[config.mk]
export PLATFORM = sky130hd
export DESIGN_NAME = cond_seq
export DESIGN_NICKNAME = d
export VERILOG_FILES = /design/src/rtl/cond_pkg.sv /design/src/rtl/cond_beat_cmp.sv /design/src/rtl/cond_seq.sv
export SDC_FILE = /design/constraint.sdc
export NUM_CORES = 1
export LEC_CHECK = 0
export ABC_CLOCK_PERIOD_IN_PS = 4800
export BUFFER_PORTS_ARGS = -buffer_cell sky130_fd_sc_hd__buf_4
export CORE_MARGIN = 3
export CORE_UTILIZATION = 52
export DETAILED_ROUTE_END_ITERATION = 8
export GPL_ROUTABILITY_DRIVEN = 0
export PLACE_DENSITY = 0.85
export SYNTH_ARGS = -nofsm -noshare
export SYNTH_HDL_FRONTEND = slang
export SYNTH_SLANG_ARGS = --single-unit
[constraint.sdc]
create_clock -name clk -period 4.8 [get_ports clk]
set_clock_uncertainty 0.15 [all_clocks]
set_input_delay 0.48 -clock clk [delete_from_list [all_inputs] [get_ports clk]]
set_output_delay 0.48 -clock clk [all_outputs]
set_load 0.01 [all_outputs]
[src/rtl/cond_pkg.sv]
// Shared definitions for the sequential condition unit: opcode values,
// FSM state encoding and the final condition derivation.
// Optional feature macro: COND_SIGNED_EN (enables signed opcodes 8-B).
package cond_pkg;

  localparam logic [3:0] COND_EQ    = 4'h0;
  localparam logic [3:0] COND_NE    = 4'h1;
  localparam logic [3:0] COND_LTU   = 4'h2;
  localparam logic [3:0] COND_LEU   = 4'h3;
  localparam logic [3:0] COND_GTU   = 4'h4;
  localparam logic [3:0] COND_GEU   = 4'h5;
  localparam logic [3:0] COND_FALSE = 4'h6;
  localparam logic [3:0] COND_TRUE  = 4'h7;
  localparam logic [3:0] COND_LTS   = 4'h8;
  localparam logic [3:0] COND_LES   = 4'h9;
  localparam logic [3:0] COND_GTS   = 4'hA;
  localparam logic [3:0] COND_GES   = 4'hB;

  typedef enum logic [1:0] {
    COND_IDLE = 2'd0,
    COND_ACC  = 2'd1,
    COND_DONE = 2'd2
  } cond_state_e;

  // Turns the accumulated equal/less-than pair into {err, result}.
  // Opcodes that are not evaluated in this build report an error with result 0.
  function automatic logic [1:0] cond_eval(input logic [3:0] op,
                                           input logic       eq,
                                           input logic       lt);
    logic [1:0] r;
    r = 2'b10;
    case (op)
      COND_EQ:    r = {1'b0, eq};
      COND_NE:    r = {1'b0, !eq};
      COND_LTU:   r = {1'b0, lt};
      COND_LEU:   r = {1'b0, lt | eq};
      COND_GTU:   r = {1'b0, !lt & !eq};
      COND_GEU:   r = {1'b0, !lt};
      COND_FALSE: r = 2'b00;
      COND_TRUE:  r = 2'b01;
`ifdef COND_SIGNED_EN
      COND_LTS:   r = {1'b0, lt};
      COND_LES:   r = {1'b0, lt | eq};
      COND_GTS:   r = {1'b0, !lt & !eq};
      COND_GES:   r = {1'b0, !lt};
`endif
      default:    r = 2'b10;
    endcase
    return r;
  endfunction

endpackage

[src/rtl/cond_beat_cmp.sv]
// Per-word comparator: equality, unsigned less-than and, when COND_SIGNED_EN
// is defined, two's-complement less-than for the most-significant word.
module cond_beat_cmp #(
  parameter int WIDTH = 8
) (
  input  logic [WIDTH-1:0] a,
  input  logic [WIDTH-1:0] b,
  output logic             eq,
  output logic             ltu
`ifdef COND_SIGNED_EN
  ,
  output logic             lts
`endif
);

  assign eq  = (a == b);
  assign ltu = (a < b);

`ifdef COND_SIGNED_EN
  logic signed [WIDTH-1:0] a_s;
  logic signed [WIDTH-1:0] b_s;
  assign a_s = a;
  assign b_s = b;
  assign lts = (a_s < b_s);
`endif

endmodule

[src/rtl/cond_seq.sv]
// Multi-beat condition unit: compares operands streamed least-significant
// word first, reports the outcome with a valid/ready handshake and keeps a
// sticky condition flag for branch logic.
// Optional feature macro: COND_SIGNED_EN (signed opcodes 8-B).
module cond_seq
  import cond_pkg::*;
#(
  parameter int WIDTH     = 8,
  parameter int MAX_BEATS = 4
) (
  input  logic             clk,
  input  logic             rst,
  input  logic             in_valid,
  output logic             in_ready,
  input  logic             first,
  input  logic             last,
  input  logic [WIDTH-1:0] para_a,
  input  logic [WIDTH-1:0] para_b,
  input  logic [7:0]       opcode,
  output logic             out_valid,
  input  logic             out_ready,
  output logic             result,
  output logic             err,
  input  logic             en,
  output logic             data_o
);

  localparam int CW = $clog2(MAX_BEATS + 1);
  localparam logic [CW-1:0] CNT_ONE = CW'(1);
  localparam logic [CW-1:0] CNT_MAX = CW'(MAX_BEATS);

  cond_state_e   state_q, state_d;
  logic [CW-1:0] cnt_q, cnt_d;
  logic          eq_q, eq_d;
  logic          lt_q, lt_d;
  logic [3:0]    op_q, op_d;
  logic          res_q, res_d;
  logic          err_q, err_d;
  logic          flag_q, flag_d;

  logic          eq_w, ltu_w, word_lt, eq_n, lt_n, accept;
  logic [3:0]    op_eff;
  logic [1:0]    eval_w;
  logic          unused_opcode_hi;

  assign unused_opcode_hi = ^opcode[7:4];

`ifdef COND_SIGNED_EN
  logic lts_w;
  cond_beat_cmp #(.WIDTH(WIDTH)) u_cmp (
    .a(para_a), .b(para_b), .eq(eq_w), .ltu(ltu_w), .lts(lts_w)
  );
`else
  cond_beat_cmp #(.WIDTH(WIDTH)) u_cmp (
    .a(para_a), .b(para_b), .eq(eq_w), .ltu(ltu_w)
  );
`endif

  // Word-level less-than: signed only for the top word of a signed compare.
  always_comb begin
    op_eff  = first ? opcode[3:0] : op_q;
    word_lt = ltu_w;
`ifdef COND_SIGNED_EN
    if (last && op_eff[3] && !op_eff[2]) word_lt = lts_w;
`endif
    if (first) begin
      eq_n = eq_w;
      lt_n = word_lt;
    end else begin
      eq_n = eq_q & eq_w;
      lt_n = eq_w ? lt_q : word_lt;
    end
    eval_w = cond_eval(op_eff, eq_n, lt_n);
  end

  // FSM next state, accumulator/counter updates and handshake outputs.
  always_comb begin
    state_d   = state_q;
    cnt_d     = cnt_q;
    eq_d      = eq_q;
    lt_d      = lt_q;
    op_d      = op_q;
    res_d     = res_q;
    err_d     = err_q;
    flag_d    = flag_q;
    in_ready  = rst && (state_q != COND_DONE);
    out_valid = (state_q == COND_DONE);
    accept    = in_valid && in_ready;

    if (state_q == COND_DONE) begin
      if (out_ready) begin
        state_d = COND_IDLE;
        cnt_d   = '0;
      end
    end else if (accept && (first || state_q == COND_ACC)) begin
      if (!first && !last && cnt_q == CNT_MAX) begin
        // Too many beats: close the compare as an error.
        state_d = COND_DONE;
        res_d   = 1'b0;
        err_d   = 1'b1;
        flag_d  = 1'b0;
      end else begin
        eq_d  = eq_n;
        lt_d  = lt_n;
        op_d  = op_eff;
        cnt_d = first ? CNT_ONE : cnt_q + CNT_ONE;
        if (last) begin
          state_d = COND_DONE;
          res_d   = eval_w[0];
          err_d   = eval_w[1];
          flag_d  = eval_w[0];
        end else begin
          state_d = COND_ACC;
        end
      end
    end
  end

  // State register with synchronous active-low reset.
  always_ff @(posedge clk) begin
    if (!rst) begin
      state_q <= COND_IDLE;
      cnt_q   <= '0;
      eq_q    <= 1'b0;
      lt_q    <= 1'b0;
      op_q    <= '0;
      res_q   <= 1'b0;
      err_q   <= 1'b0;
      flag_q  <= 1'b0;
    end else begin
      state_q <= state_d;
      cnt_q   <= cnt_d;
      eq_q    <= eq_d;
      lt_q    <= lt_d;
      op_q    <= op_d;
      res_q   <= res_d;
      err_q   <= err_d;
      flag_q  <= flag_d;
    end
  end

  assign result = res_q;
  assign err    = err_q;
  assign data_o = en ? flag_q : 1'b0;

endmodule

== Yosys cells after proc, flatten, opt, wreduce, memory -nomap -nowiden ==
Cells that the tools add are included.
Word-level totals
  register bits after elaboration: 13
Cells by class
  add/sub/neg operators: 1
  order comparisons: 1
  equality and inequality tests: 14
  mux-type cells: 20
  bitwise logic cells: 5
  reductions and logical operators: 17
Operators by type and width (number)
  == test 4 x 3 -> 1 bit (second input constant): 4
  one-hot mux 2 bit (8 select lines): 1
  2-to-1 mux 3 bit: 5
  2-to-1 mux 2 bit: 5
  AND reduction 3 bit: 3
  == test 4 x 2 -> 1 bit (second input constant): 2
  == test 8 bit: 1
  less-than comparator 8 bit: 1
  2-to-1 mux 1 bit: 8
  logical AND 1 bit: 5
  == test 4 x 1 -> 1 bit (second input constant): 1
  zero test 1 bit: 4
  zero test 4 bit: 1
  2-to-1 mux 4 bit: 1
  inequality test 2 bit (second input constant): 2
  nonzero test 2 bit: 2
  adder 3 x 1 -> 3 bit (second input constant): 1
  == test 3 bit (second input constant): 1
  AND 1 bit: 2
  == test 2 x 1 -> 1 bit (second input constant): 1
  == test 2 bit (second input constant): 1
  inequality test 2 x 1 -> 1 bit (second input constant): 1
  NOT 1 bit: 2
  AND reduction 2 bit: 1
  other kinds (2): 2

== Longest topological paths before layout ==
  word-level depth: 8
  gate-level depth with buffers: 8

== By module ==
Synthesis repeated with hierarchy kept, for this count alone.
Unflattened totals
  cell total of the unflattened synthesis: 113
  area total of the unflattened synthesis: 977.2 um^2
Modules (own cells, without submodules)
  cond_seq: times used 1, cells each 86, area each 763.2 um^2
  cond_beat_cmp: times used 1, cells each 27, area each 214.0 um^2

== Least setup slack after synthesis ==
Ideal clock, no wire load.
  path type: input -> register
  start point: input port para_b[1]
  end point: register lt_q
  library setup time: 0.081 ns
  arrival time: 1.643 ns
  required time: 4.569 ns
  slack: 2.926 ns
  cell stages on the path: 8
  path through: inv_1 ha_1 nor2b_1 o211ai_1 a21oi_1 nor3_1 nor2_1 a211oi_2
Between the ends
  word-level cells in the longest chain between the ends: 3
RTL lines
  from (decl): RTL line cond_seq.sv:18  | input logic [WIDTH-1:0] para_b,
  less-than comparator 8 bit or == test 8 bit (tied branches): RTL line cond_beat_cmp.sv:17, cond_beat_cmp.sv:16
  2-to-1 mux 1 bit: RTL line cond_seq.sv:71  | lt_n = eq_w ? lt_q : word_lt;
  2-to-1 mux 1 bit *: RTL line cond_seq.sv:66  | if (first) begin
  to (signal assigned): RTL line cond_seq.sv:134  | lt_q <= lt_d;
  to (decl): RTL line cond_seq.sv:35  | logic lt_q, lt_d;
Every way passes the cells marked *; elsewhere a longest branch is shown, timed or not.
A chain may end at the register's enable or synchronous reset.

== Final worst setup path ==
  start point: register state_q[0]
  end point: output port in_ready
Between the ends
  word-level cells in the longest chain between the ends: 2
RTL lines
  from (decl): RTL line cond_seq.sv:32  | cond_state_e state_q, state_d;
  from (signal assigned): RTL line cond_seq.sv:131  | state_q <= state_d;
  inequality test 2 bit: RTL line cond_seq.sv:86  | in_ready = rst && (state_q != COND_DONE);
  logical AND 1 bit: RTL line cond_seq.sv:86
  to (decl): RTL line cond_seq.sv:14  | output logic in_ready,
Every way passes these cells.

==> impl_metrics.ini <==
[yosys]
avgSynthCellArea_um2 = 8.310
synth_top_cell_area_share = 0.2610
synth-seq-cells = 13
synth-simple-area-share = 0.2183
synth_compound_area_frac = 0.2359
seq_area_frac_synth = 0.2610
synth_top_family_by_area = compound AO/OA/AOI/OAI gates
synthTopCellsByArea = dfxtp_1 (26%), ha_1 (13%), inv_1 (5.3%)
synth_most_common_cell = inv_1
muxShareOfSynthArea = 0.07277
syn-cell-area_um2 = 997.2
syn_inst = 120
synth_edf_count = 0
syn_nets = 161
yosysUniqueCellTypes = 35
synthFlopType = dfxtp_1
synth.largest_area_cell = dfxtp_1
synthXorXnorAreaFrac = 0
async_reset_ff_frac = 0
synth_common_cells = inv_1 (14), dfxtp_1 (13), nor2_1 (11)
yosys.area_share.adder = 0.1255
ys_warn_count = 0

[floorplanning]
die_w_um = 49.79
initial_core_util = 0.5652
dieHeight_um = 49.79
num_rows = 15
pin_count = 36
die_area_um2 = 2479
fp.coreArea_um2 = 1764

[pwr]
power.switching_mw = 0.07734
peakVddDrop_mv = 0.1895
p_total_mw = 0.2604
p_comb_frac = 0.285
leakage_nw = 0.5794
power.density_nw_per_um2 = 207.1
p_seq_frac = 0.450
switching_share = 0.2970
clock_power_share = 0.266
internal_power_mw = 0.1831

[worst_setup_path]
setup.worst_path.start_class = register
required_ps = 4170
path_delay_family = flip-flops
cp_slowest_stage_delay_ps = 440
setup.worst_path.class = reg2out
slowest_stage = dfxtp_1
endpoint_kind = primary output
critical_path_arrival_ps = 1230
worst-path-buf-inv = 2
cp_max_fo = 5
cp_cell_sequence = nand2b_1, inv_1, nor2_1, buf_4

[drt]
via_per_inst = 5.446
num_vias = 964
wirelength_mm = 2.222
drt_first_pass_iters = 4
drc = 0
wire_per_inst_um = 12.55
drtIter0Drc = 14
ant_nets = 0

[sta]
finalSetupViolations = 0
fin_setup_tns_ps = 0
max_slew.worst_pin.slew_ps = 391.2
rsz0062_at_grt = no
finalMaxSlewViolations = 0
fmax_mhz = 537.7
relSlewSlack = 0.7340
fin_crit_sh = 0.3875
fin_crit_ps = 1860
final-hold-violation-count = 0

[place]
io_buffers = 31
dpl.hpwl_mm = 1.816

[global_route]
grtUsageTotal = 0.2008
gr-total-overflow = 0
grt_pass1_wl_mm = 3.912
grt_max_degree = 17
grt_pass1_vias = 966
antenna_found_initial = 0

[clock_tree]
hold_buffers = 0
clkSinkCount = 13
postCtsSetupBuffers = 0
cts.repair.resized = 0
path_clk_slew_ps = 90
htreeDepth = 1
clk_latency_ps = 280
cts_buffers = 3
cts_tree = done
cts.path.max_buffers = 2
cts_root_buffer = clkbuf_4

[final_layout]
n_antenna_cell = 0
nNetsFinal = 194
synthToLayoutAreaGrowth_pct = 26.10
drive_gt1_frac = 0.3092
fill_cells = 169

[outcome]
status = complete, no violations

[worst_hold_path]
hp-class = reg2reg

[job]
maxCapViolCount = 0
[routing by layer]
| metal | up-vias | wire length, µm | track usage |
|---|---|---|---|
| met2 | 24 | 1235 | 0.3965 |
| met4 | 0 | 9 | 0.02765 |
| li1 | 485 | - | - |
| met1 | 453 | 856 | 0.2075 |
| met3 | 2 | 120 | 0.06042 |
| met5 | - | 0 | 0 |
[area by class of cell]
| type | instances | area, µm² | share of cell area |
|---|---|---|---|
| multi-input combinational | 89 | 650.6 | 0.5174 |
| sequential | 13 | 260.3 | 0.2070 |
| clock buffer | 4 | 26.28 | 0.02090 |
| timing repair buffer | 31 | 232.7 | 0.1851 |
| inverter | 15 | 56.30 | 0.04478 |
| tap | 25 | 31.28 | 0.02488 |
[stage by stage]
stage	hold slack [ps]	instances	utilization	area [µm²]	worst slack [ps]
after detailed placement	291.2	173	0.6979	1231	2671
after floorplan	285.7	120	-	997.2	2926
after global placement	280.9	173	0.6979	1231	2718
after CTS	301.9	177	0.7128	1257	2936
after global routing	321.9	177	0.7128	1257	2802
final	297.1	177	0.7128	1257	2940
[worst paths after layout]
| path | startpoint | endpoint | slack (ps) | cells after the start |
|---|---|---|---|---|
| max | state_q[0] | in_ready | 2940 | 4 |
| min | err | err | 300 | 2 |
| max reg2reg | state_q[0] | cnt_q[2] | 3070 | 6 |
| min reg2reg | err | err | 300 | 2 |
[power by group through the flow]
stage               sequential [mW]  combinational, mW  clock [mW]
floorplan                     0.119             0.0467           0
global placement              0.119             0.0700           0
detailed placement            0.119             0.0742           0
CTS                           0.117             0.0744      0.0716
global route                  0.118             0.0842      0.0757
finish                        0.117             0.0741      0.0692
[registers in the layout (all words and copies together), names as in the netlist]
name / flops
op_q: 4
cnt_q: 3
lt_q: 1
state_q: 2
eq_q: 1
err: 1
flag_q: 1
[tightest hold or removal path: cells and delay by family (launching register included)]
| kind | cells | cell delay (ps) |
|---|---|---|
| buffers and inverters | 1 | 50 |
| flip-flops | 1 | 320 |
| AO/OA/AOI/OAI | 1 | 50 |
[cells in the final DEF (no fill, tap or decap), types with 2 or more instances in the layout]
master    instances
mux2i_2           2
a211oi_2          4
nand2b_1          2
nor2b_1           3
nand4_1           2
nand2_1           8
nor3_1            3
ha_1             10
clkbuf_4          3
inv_1            14
and2_1            2
nor2_1           11
buf_4            31
a21oi_1          10
dfxtp_1          13
a31oi_1           2
nand3_1           5
nand3b_1          3
mux2i_1           3
o21ai_0           4
o211ai_1          2
[cell families after synthesis]
| family | after synthesis |
|---|---|
| AND/OR/NAND/NOR | 43 |
| AO/OA/AOI/OAI | 30 |
| buffers and inverters | 18 |
| flip-flops | 13 |
| adder cells (fa/ha/maj) | 10 |
| multiplexers | 6 |
Note: power is estimated with default switching activity, not from simulation.
